==> config.mk <==
export PLATFORM = sky130hd
export DESIGN_NAME = multicycle_sequencer_flat
export DESIGN_NICKNAME = d
export VERILOG_FILES = /design/src/rtl/multicycle_sequencer_if.sv /design/src/rtl/multicycle_sequencer.sv /design/src/flat_wrapper.sv
export SDC_FILE = /design/constraint.sdc
export NUM_CORES = 1
export LEC_CHECK = 0
export CORE_MARGIN = 2
export CORE_UTILIZATION = 49
export DETAILED_ROUTE_END_ITERATION = 16
export PLACE_DENSITY_LB_ADDON = 0.3
export SKIP_CTS_REPAIR_TIMING = 1
export SLEW_MARGIN = 30
export SYNTH_ARGS = -nofsm -noshare
export SYNTH_HDL_FRONTEND = slang
export SYNTH_SLANG_ARGS = --single-unit
==> constraint.sdc <==
create_clock -name clk -period 4.7 [get_ports clk]
set_input_delay 0.94 -clock clk [delete_from_list [all_inputs] [get_ports clk]]
set_output_delay 0.94 -clock clk [all_outputs]
set_load 0.05 [all_outputs]
==> src/rtl/multicycle_sequencer_if.sv <==
// Control/handshake bundle between the multicycle sequencer and the datapath/memories.
// The master modport is the sequencer's view; the slave modport is the datapath/memory view.
interface multicycle_sequencer_if #(
  parameter int INSTRUCTION_SIZE = 32,
  parameter int COUNTER_WIDTH    = 64
);
  logic                        enable;
  logic [INSTRUCTION_SIZE-1:0] instruction;
  logic                        imem_ready;
  logic                        dmem_ready;
  logic                        imem_req;
  logic                        ir_load_en;
  logic                        pc_write_en;
  logic                        dmem_req;
  logic                        cu_dm_write_en;
  logic                        cu_rf_write_en;
  logic                        cu_mux_0_sel;
  logic                        cu_mux_1_sel;
  logic                        cu_mux_2_sel;
  logic [2:0]                  cu_alu_operation;
  logic [2:0]                  state;
  logic [1:0]                  fault_cause;
  logic [COUNTER_WIDTH-1:0]    instret;

  modport master (
    input  enable, instruction, imem_ready, dmem_ready,
    output imem_req, ir_load_en, pc_write_en, dmem_req, cu_dm_write_en,
           cu_rf_write_en, cu_mux_0_sel, cu_mux_1_sel, cu_mux_2_sel,
           cu_alu_operation, state, fault_cause, instret
  );

  modport slave (
    output enable, instruction, imem_ready, dmem_ready,
    input  imem_req, ir_load_en, pc_write_en, dmem_req, cu_dm_write_en,
           cu_rf_write_en, cu_mux_0_sel, cu_mux_1_sel, cu_mux_2_sel,
           cu_alu_operation, state, fault_cause, instret
  );
endinterface

==> src/rtl/multicycle_sequencer.sv <==
// Multicycle control FSM: FETCH -> DECODE -> EXECUTE -> [MEMORY] -> [WRITEBACK],
// with memory-ready timeouts, sticky illegal/timeout faults and a retired-instruction counter.
module multicycle_sequencer #(
  parameter int INSTRUCTION_SIZE = 32,
  parameter int COUNTER_WIDTH    = 64,
  parameter int MEM_TIMEOUT      = 255
) (
  input logic                    clk,
  input logic                    rst,
  multicycle_sequencer_if.master bus
);
  localparam int WAIT_WIDTH = (MEM_TIMEOUT > 0) ? $clog2(MEM_TIMEOUT + 1) : 1;
  localparam logic [WAIT_WIDTH-1:0] WAIT_LIMIT = WAIT_WIDTH'(MEM_TIMEOUT);
  localparam bit TIMEOUT_ON = (MEM_TIMEOUT > 0);

  typedef enum logic [2:0] {
    ST_FETCH     = 3'd0,
    ST_DECODE    = 3'd1,
    ST_EXECUTE   = 3'd2,
    ST_MEMORY    = 3'd3,
    ST_WRITEBACK = 3'd4,
    ST_FAULT     = 3'd5
  } state_t;

  state_t                   r_state,   w_stateNext;
  logic [WAIT_WIDTH-1:0]    r_wait,    w_waitNext;
  logic [1:0]               r_cause,   w_causeNext;
  logic [COUNTER_WIDTH-1:0] r_instret, w_instretNext;

  logic [6:0] w_opcode;
  logic [2:0] w_funct3;
  logic [6:0] w_funct7;
  logic       w_isLoad, w_isStore, w_isR, w_isSub, w_isI, w_legal, w_timeout;
  logic       w_unused;

  assign w_opcode  = bus.instruction[6:0];
  assign w_funct3  = bus.instruction[14:12];
  assign w_funct7  = bus.instruction[31:25];
  assign w_unused  = ^{bus.instruction[24:15], bus.instruction[11:7]};
  assign w_isLoad  = (w_opcode == 7'b0000011);
  assign w_isStore = (w_opcode == 7'b0100011);
  assign w_isR     = (w_opcode == 7'b0110011) && (w_funct3 == 3'b000) &&
                     ((w_funct7 == 7'b0000000) || (w_funct7 == 7'b0100000));
  assign w_isSub   = w_isR && (w_funct7 == 7'b0100000);
  assign w_isI     = (w_opcode == 7'b0010011) && (w_funct3 == 3'b000);
  assign w_legal   = w_isLoad || w_isStore || w_isR || w_isI;
  assign w_timeout = TIMEOUT_ON && (r_wait == WAIT_LIMIT);

  always_ff @(posedge clk or posedge rst) begin
    if (rst) begin
      r_state   <= ST_FETCH;
      r_wait    <= '0;
      r_cause   <= 2'b00;
      r_instret <= '0;
    end else begin
      r_state   <= w_stateNext;
      r_wait    <= w_waitNext;
      r_cause   <= w_causeNext;
      r_instret <= w_instretNext;
    end
  end

  // A ready seen in the same cycle as the wait limit takes priority over the timeout.
  always_comb begin
    w_stateNext   = r_state;
    w_waitNext    = r_wait;
    w_causeNext   = r_cause;
    w_instretNext = r_instret;
    case (r_state)
      ST_FETCH: begin
        if (bus.imem_ready) begin
          w_waitNext = '0;
          if (bus.enable) w_stateNext = ST_DECODE;
        end else if (bus.enable) begin
          if (w_timeout) begin
            w_stateNext = ST_FAULT;
            w_causeNext = 2'b10;
          end else begin
            w_waitNext = r_wait + WAIT_WIDTH'(1);
          end
        end
      end
      ST_DECODE: begin
        if (w_legal) begin
          w_stateNext = ST_EXECUTE;
        end else begin
          w_stateNext = ST_FAULT;
          w_causeNext = 2'b01;
        end
      end
      ST_EXECUTE: begin
        w_waitNext  = '0;
        w_stateNext = (w_isLoad || w_isStore) ? ST_MEMORY : ST_WRITEBACK;
      end
      ST_MEMORY: begin
        if (bus.dmem_ready) begin
          w_waitNext = '0;
          if (w_isStore) begin
            w_stateNext   = ST_FETCH;
            w_instretNext = r_instret + COUNTER_WIDTH'(1);
          end else begin
            w_stateNext = ST_WRITEBACK;
          end
        end else if (w_timeout) begin
          w_stateNext = ST_FAULT;
          w_causeNext = 2'b11;
        end else begin
          w_waitNext = r_wait + WAIT_WIDTH'(1);
        end
      end
      ST_WRITEBACK: begin
        w_waitNext    = '0;
        w_stateNext   = ST_FETCH;
        w_instretNext = r_instret + COUNTER_WIDTH'(1);
      end
      ST_FAULT: w_stateNext = ST_FAULT;
      default:  w_stateNext = ST_FAULT;
    endcase
  end

  // Reset gates every output combinationally so requests drop the moment rst rises.
  always_comb begin
    bus.imem_req         = 1'b0;
    bus.ir_load_en       = 1'b0;
    bus.pc_write_en      = 1'b0;
    bus.dmem_req         = 1'b0;
    bus.cu_dm_write_en   = 1'b0;
    bus.cu_rf_write_en   = 1'b0;
    bus.cu_mux_0_sel     = 1'b0;
    bus.cu_mux_1_sel     = 1'b0;
    bus.cu_mux_2_sel     = 1'b0;
    bus.cu_alu_operation = 3'b000;
    if (!rst) begin
      case (r_state)
        ST_FETCH: begin
          bus.imem_req    = bus.enable;
          bus.ir_load_en  = bus.enable && bus.imem_ready;
          bus.pc_write_en = bus.enable && bus.imem_ready;
        end
        ST_EXECUTE: begin
          bus.cu_mux_1_sel     = w_isR;
          bus.cu_alu_operation = w_isSub ? 3'b001 : 3'b000;
        end
        ST_MEMORY: begin
          bus.dmem_req         = 1'b1;
          bus.cu_dm_write_en   = w_isStore;
          bus.cu_mux_1_sel     = w_isR;
          bus.cu_alu_operation = w_isSub ? 3'b001 : 3'b000;
        end
        ST_WRITEBACK: begin
          bus.cu_rf_write_en   = 1'b1;
          bus.cu_mux_2_sel     = w_isLoad;
          bus.cu_mux_1_sel     = w_isR;
          bus.cu_alu_operation = w_isSub ? 3'b001 : 3'b000;
        end
        default: ;
      endcase
    end
  end

  assign bus.state       = rst ? 3'd0  : r_state;
  assign bus.fault_cause = rst ? 2'b00 : r_cause;
  assign bus.instret     = rst ? '0    : r_instret;
endmodule

==> src/flat_wrapper.sv <==
// flat-port wrapper written by rule: the top's interface ports become plain ports
module multicycle_sequencer_flat 
#(
  parameter int INSTRUCTION_SIZE = 32,
  parameter int COUNTER_WIDTH    = 64,
  parameter int MEM_TIMEOUT      = 255
)
  (clk, rst, bus_enable, bus_instruction, bus_imem_ready, bus_dmem_ready, bus_imem_req, bus_ir_load_en, bus_pc_write_en, bus_dmem_req, bus_cu_dm_write_en, bus_cu_rf_write_en, bus_cu_mux_0_sel, bus_cu_mux_1_sel, bus_cu_mux_2_sel, bus_cu_alu_operation, bus_state, bus_fault_cause, bus_instret);
  multicycle_sequencer_if #(.INSTRUCTION_SIZE(INSTRUCTION_SIZE), .COUNTER_WIDTH(COUNTER_WIDTH)) bus_i ();
  input logic clk;
  input logic rst;
  input wire logic [$bits(bus_i.enable)-1:0] bus_enable;
  input wire logic [$bits(bus_i.instruction)-1:0] bus_instruction;
  input wire logic [$bits(bus_i.imem_ready)-1:0] bus_imem_ready;
  input wire logic [$bits(bus_i.dmem_ready)-1:0] bus_dmem_ready;
  output wire logic [$bits(bus_i.imem_req)-1:0] bus_imem_req;
  output wire logic [$bits(bus_i.ir_load_en)-1:0] bus_ir_load_en;
  output wire logic [$bits(bus_i.pc_write_en)-1:0] bus_pc_write_en;
  output wire logic [$bits(bus_i.dmem_req)-1:0] bus_dmem_req;
  output wire logic [$bits(bus_i.cu_dm_write_en)-1:0] bus_cu_dm_write_en;
  output wire logic [$bits(bus_i.cu_rf_write_en)-1:0] bus_cu_rf_write_en;
  output wire logic [$bits(bus_i.cu_mux_0_sel)-1:0] bus_cu_mux_0_sel;
  output wire logic [$bits(bus_i.cu_mux_1_sel)-1:0] bus_cu_mux_1_sel;
  output wire logic [$bits(bus_i.cu_mux_2_sel)-1:0] bus_cu_mux_2_sel;
  output wire logic [$bits(bus_i.cu_alu_operation)-1:0] bus_cu_alu_operation;
  output wire logic [$bits(bus_i.state)-1:0] bus_state;
  output wire logic [$bits(bus_i.fault_cause)-1:0] bus_fault_cause;
  output wire logic [$bits(bus_i.instret)-1:0] bus_instret;
  assign bus_i.enable = bus_enable;
  assign bus_i.instruction = bus_instruction;
  assign bus_i.imem_ready = bus_imem_ready;
  assign bus_i.dmem_ready = bus_dmem_ready;
  assign bus_imem_req = bus_i.imem_req;
  assign bus_ir_load_en = bus_i.ir_load_en;
  assign bus_pc_write_en = bus_i.pc_write_en;
  assign bus_dmem_req = bus_i.dmem_req;
  assign bus_cu_dm_write_en = bus_i.cu_dm_write_en;
  assign bus_cu_rf_write_en = bus_i.cu_rf_write_en;
  assign bus_cu_mux_0_sel = bus_i.cu_mux_0_sel;
  assign bus_cu_mux_1_sel = bus_i.cu_mux_1_sel;
  assign bus_cu_mux_2_sel = bus_i.cu_mux_2_sel;
  assign bus_cu_alu_operation = bus_i.cu_alu_operation;
  assign bus_state = bus_i.state;
  assign bus_fault_cause = bus_i.fault_cause;
  assign bus_instret = bus_i.instret;
  multicycle_sequencer #(.INSTRUCTION_SIZE(INSTRUCTION_SIZE), .COUNTER_WIDTH(COUNTER_WIDTH), .MEM_TIMEOUT(MEM_TIMEOUT)) u_core (.clk(clk), .rst(rst), .bus(bus_i));
endmodule
==> results.json <==
{
  "status": "finished, final reports clean",
  "power.density_nw_per_um2": 228,
  "clkPwrFrac_pct": 42.5,
  "crit_arrival_ns": 3.28,
  "drtIter0Drc": 127,
  "cts_buffer_depth": 2,
  "use_met1_pct": 27.4,
  "fin_crit_ns": 4.22,
  "num_antenna_cells": 0,
  "viasPerCell": 5.49,
  "cts_buffers": 9,
  "yosysTopAreaCell": "dfrtp_1",
  "core_um2": 8760,
  "final_layout_size_suffix_gt1_share_pct": 5.46,
  "p_seq_share_pct": 50.8,
  "hold_violations": 0,
  "grt_pass1_wl_um": 17600,
  "crit_fanout": 4,
  "intPower_mw": 1.01,
  "fin_util_pct": 65.4,
  "routed-via-count": 3810,
  "end_kind": "primary output",
  "first_pass_iters": 4,
  "cts_root_buffer": "clkbuf_8",
  "synthFlopType": "dfrtp_1",
  "wl_per_cell_um": 14.9,
  "yosys_warnings": 0,
  "grt.total_usage_pct": 21.7,
  "critPathKind": "in -> out",
  "synth_edf_count": 0,
  "path_clk_slew_ns": 0.08,
  "yosysTopAreaCellShare_pct": 43.4,
  "cts_sinks": 77,
  "synthDistinctLibCells": 53,
  "finClkSkew_ns": 0.00850,
  "ant_nets": 0,
  "slew_violations": 0,
  "htreeDepth": 3,
  "grt_setup_unrepaired": "false",
  "start_util_pct": 50.7,
  "post-place-ws_ns": 0.480,
  "nNetsFinal": 620,
  "gp_congestion": 0.874,
  "antenna_found_initial": 0,
  "syn-cell-area_um2": 4440,
  "p_comb_share_pct": 6.7,
  "final_area_um2": 5730,
  "synthArstFlopShare_pct": 100,
  "final.period_utilization_pct": 89.8,
  "synth_area_leaders": "dfrtp_1 (43%), xor2_1 (8.9%), nor2b_1 (8.7%)",
  "fin_hold_ws_ns": 0.464,
  "syn_avg_cell_area_um2": 9.12,
  "dp_hpwl_um": 7430,
  "maxCapViolCount": 0,
  "p_leak_nw": 2.48,
  "slew-limit-headroom_pct": 43.8,
  "synthCells": 487,
  "setup.worst_path.start_class": "primary input",
  "setup_slack_ns": 0.478,
  "sw_frac_of_total_pct": 23.2,
  "critPathRequiredTime_ns": 3.76,
  "grt_max_degree": 78,
  "top_usage_layer": "met2",
  "die_w_um": 99.2,
  "final_common_cell": "clkdlybuf4s50_1",
  "rows": 34,
  "wl_um": 10300,
  "setup_viol": 0,
  "cts_tree": "yes",
  "port_buffers": 99,
  "ir_drop_uv": 133,
  "placed_cell_area_um2": 5500,
  "fin_setup_tns_ns": 0,
  "drc": 0,
  "clock.fmax_ghz": 0.237,
  "io_pins": 118,
  "gr-usage-met3_pct": 3.44,
  "worst_slew_pin_slew_ns": 0.843,
  "switching_power_mw": 0.303,
  "dieHeight_um": 99.2,
  "die_area_um2": 9840,
  "grt_pass1_vias": 3869,
  "hp-class": "reg -> reg",
  "syn_to_final_growth_pct": 29.0,
  "seq_area_frac_synth_pct": 43.4,
  "ys_ff_latch": 77,
  "clk_latency_ns": 0.34,
  "final_cell_mix": "clkdlybuf4s50_1 (97), dfrtp_1 (77), nor2b_1 (62), nor2_1 (54), xor2_1 (45)",
  "use_met2_pct": 37.2,
  "overflow": 0
}
-- path summary, 6_finish.rpt --
kind                       cells past startpoint                  from              endpoint  slack [ns]
min reg2reg                                    1  u_core.r_instret[63]  u_core.r_instret[63]        0.46
min                                            1  u_core.r_instret[63]  u_core.r_instret[63]        0.46
max in group asynchronous                      3                   rst  u_core.r_instret[21]        3.02
min in group asynchronous                      3                   rst   u_core.r_instret[5]        1.22
max reg2reg                                    5     u_core.r_state[0]  u_core.r_instret[43]        2.05
max                                            5    bus_instruction[0]      bus_cu_mux_2_sel        0.48
-- critical path, stage by stage --
cell and delay [ns]:
clkdlybuf4s50_1 0.48, nor4bb_1 0.58, nand2_1 0.23, nor3b_1 0.22, clkdlybuf4s50_1 0.83
-- state kept, by name (all words and copies together) (netlist names) --
name,count
u_core.r_wait,8
u_core.r_state,3
u_core.r_instret,64
u_core.r_cause,2
-- final cells by class --
type                            count  area (um^2)
Inverter                           15         60.1
Multi-Input combinational cell    377         2380
Clock inverter                      6         86.3
Clock buffer                       10          138
Tap cell                          108          135
Fill cell                         750         3030
Sequential cell                    77         1930
Timing Repair Buffer              101         1000
-- logic make-up after synthesis --
family | share of synthesized area, %
muxes | 0.479
and+or+nand+nor | 33.2
adders and majority gates | 0.563
xor gates and xnor gates | 13.4
buffers and inverters | 3.52
DFF | 43.4
AOI/OAI and AO/OA | 5.38
other | 0.0844
-- cell usage after synthesis (all sizes together), types with 2 or more instances --
cell type / count
o31a: 2
a21oi: 7
and3: 8
o211ai: 2
nor3: 29
nand2b: 4
buf: 8
nand3: 19
inv: 15
or2: 3
o2111ai: 2
nor2b: 62
o21ai: 5
o21a: 2
nor4: 15
and4: 2
nand4: 23
dfrtp: 77
clkbuf: 12
nand3b: 2
xnor2: 23
a31oi: 3
nand2: 35
nor4b: 3
and2: 5
xor2: 45
nor2: 54
ha: 2
-- metrics by stage --
| step | total power [mW] | instances |
|---|---|---|
| finish | 1.31 | 694 |
| floorplan | 0.730 | 489 |
| global placement | 0.764 | 678 |
| CTS | 1.32 | 694 |
| global route | 1.35 | 694 |
| detailed placement | 0.766 | 678 |
-- layer usage --
| metal | part of all wire, % | wire length, um |
|---|---|---|
| met4 | 2.3 | 235 |
| met5 | 0 | 0 |
| met3 | 4.6 | 471 |
| met1 | 43 | 4410 |
| met2 | 50 | 5220 |
-- power groups by stage --
stage / registers [mW] / logic [mW] / clock network, mW
5_1_grt: 0.665 / 0.0950 / 0.594
3_5_place_dp: 0.678 / 0.0881 / 0
3_3_place_gp: 0.678 / 0.0869 / 0
6_report: 0.664 / 0.0874 / 0.557
4_1_cts: 0.664 / 0.0888 / 0.566
2_1_floorplan: 0.677 / 0.0529 / 0
Power figures use the tool's default switching activity.
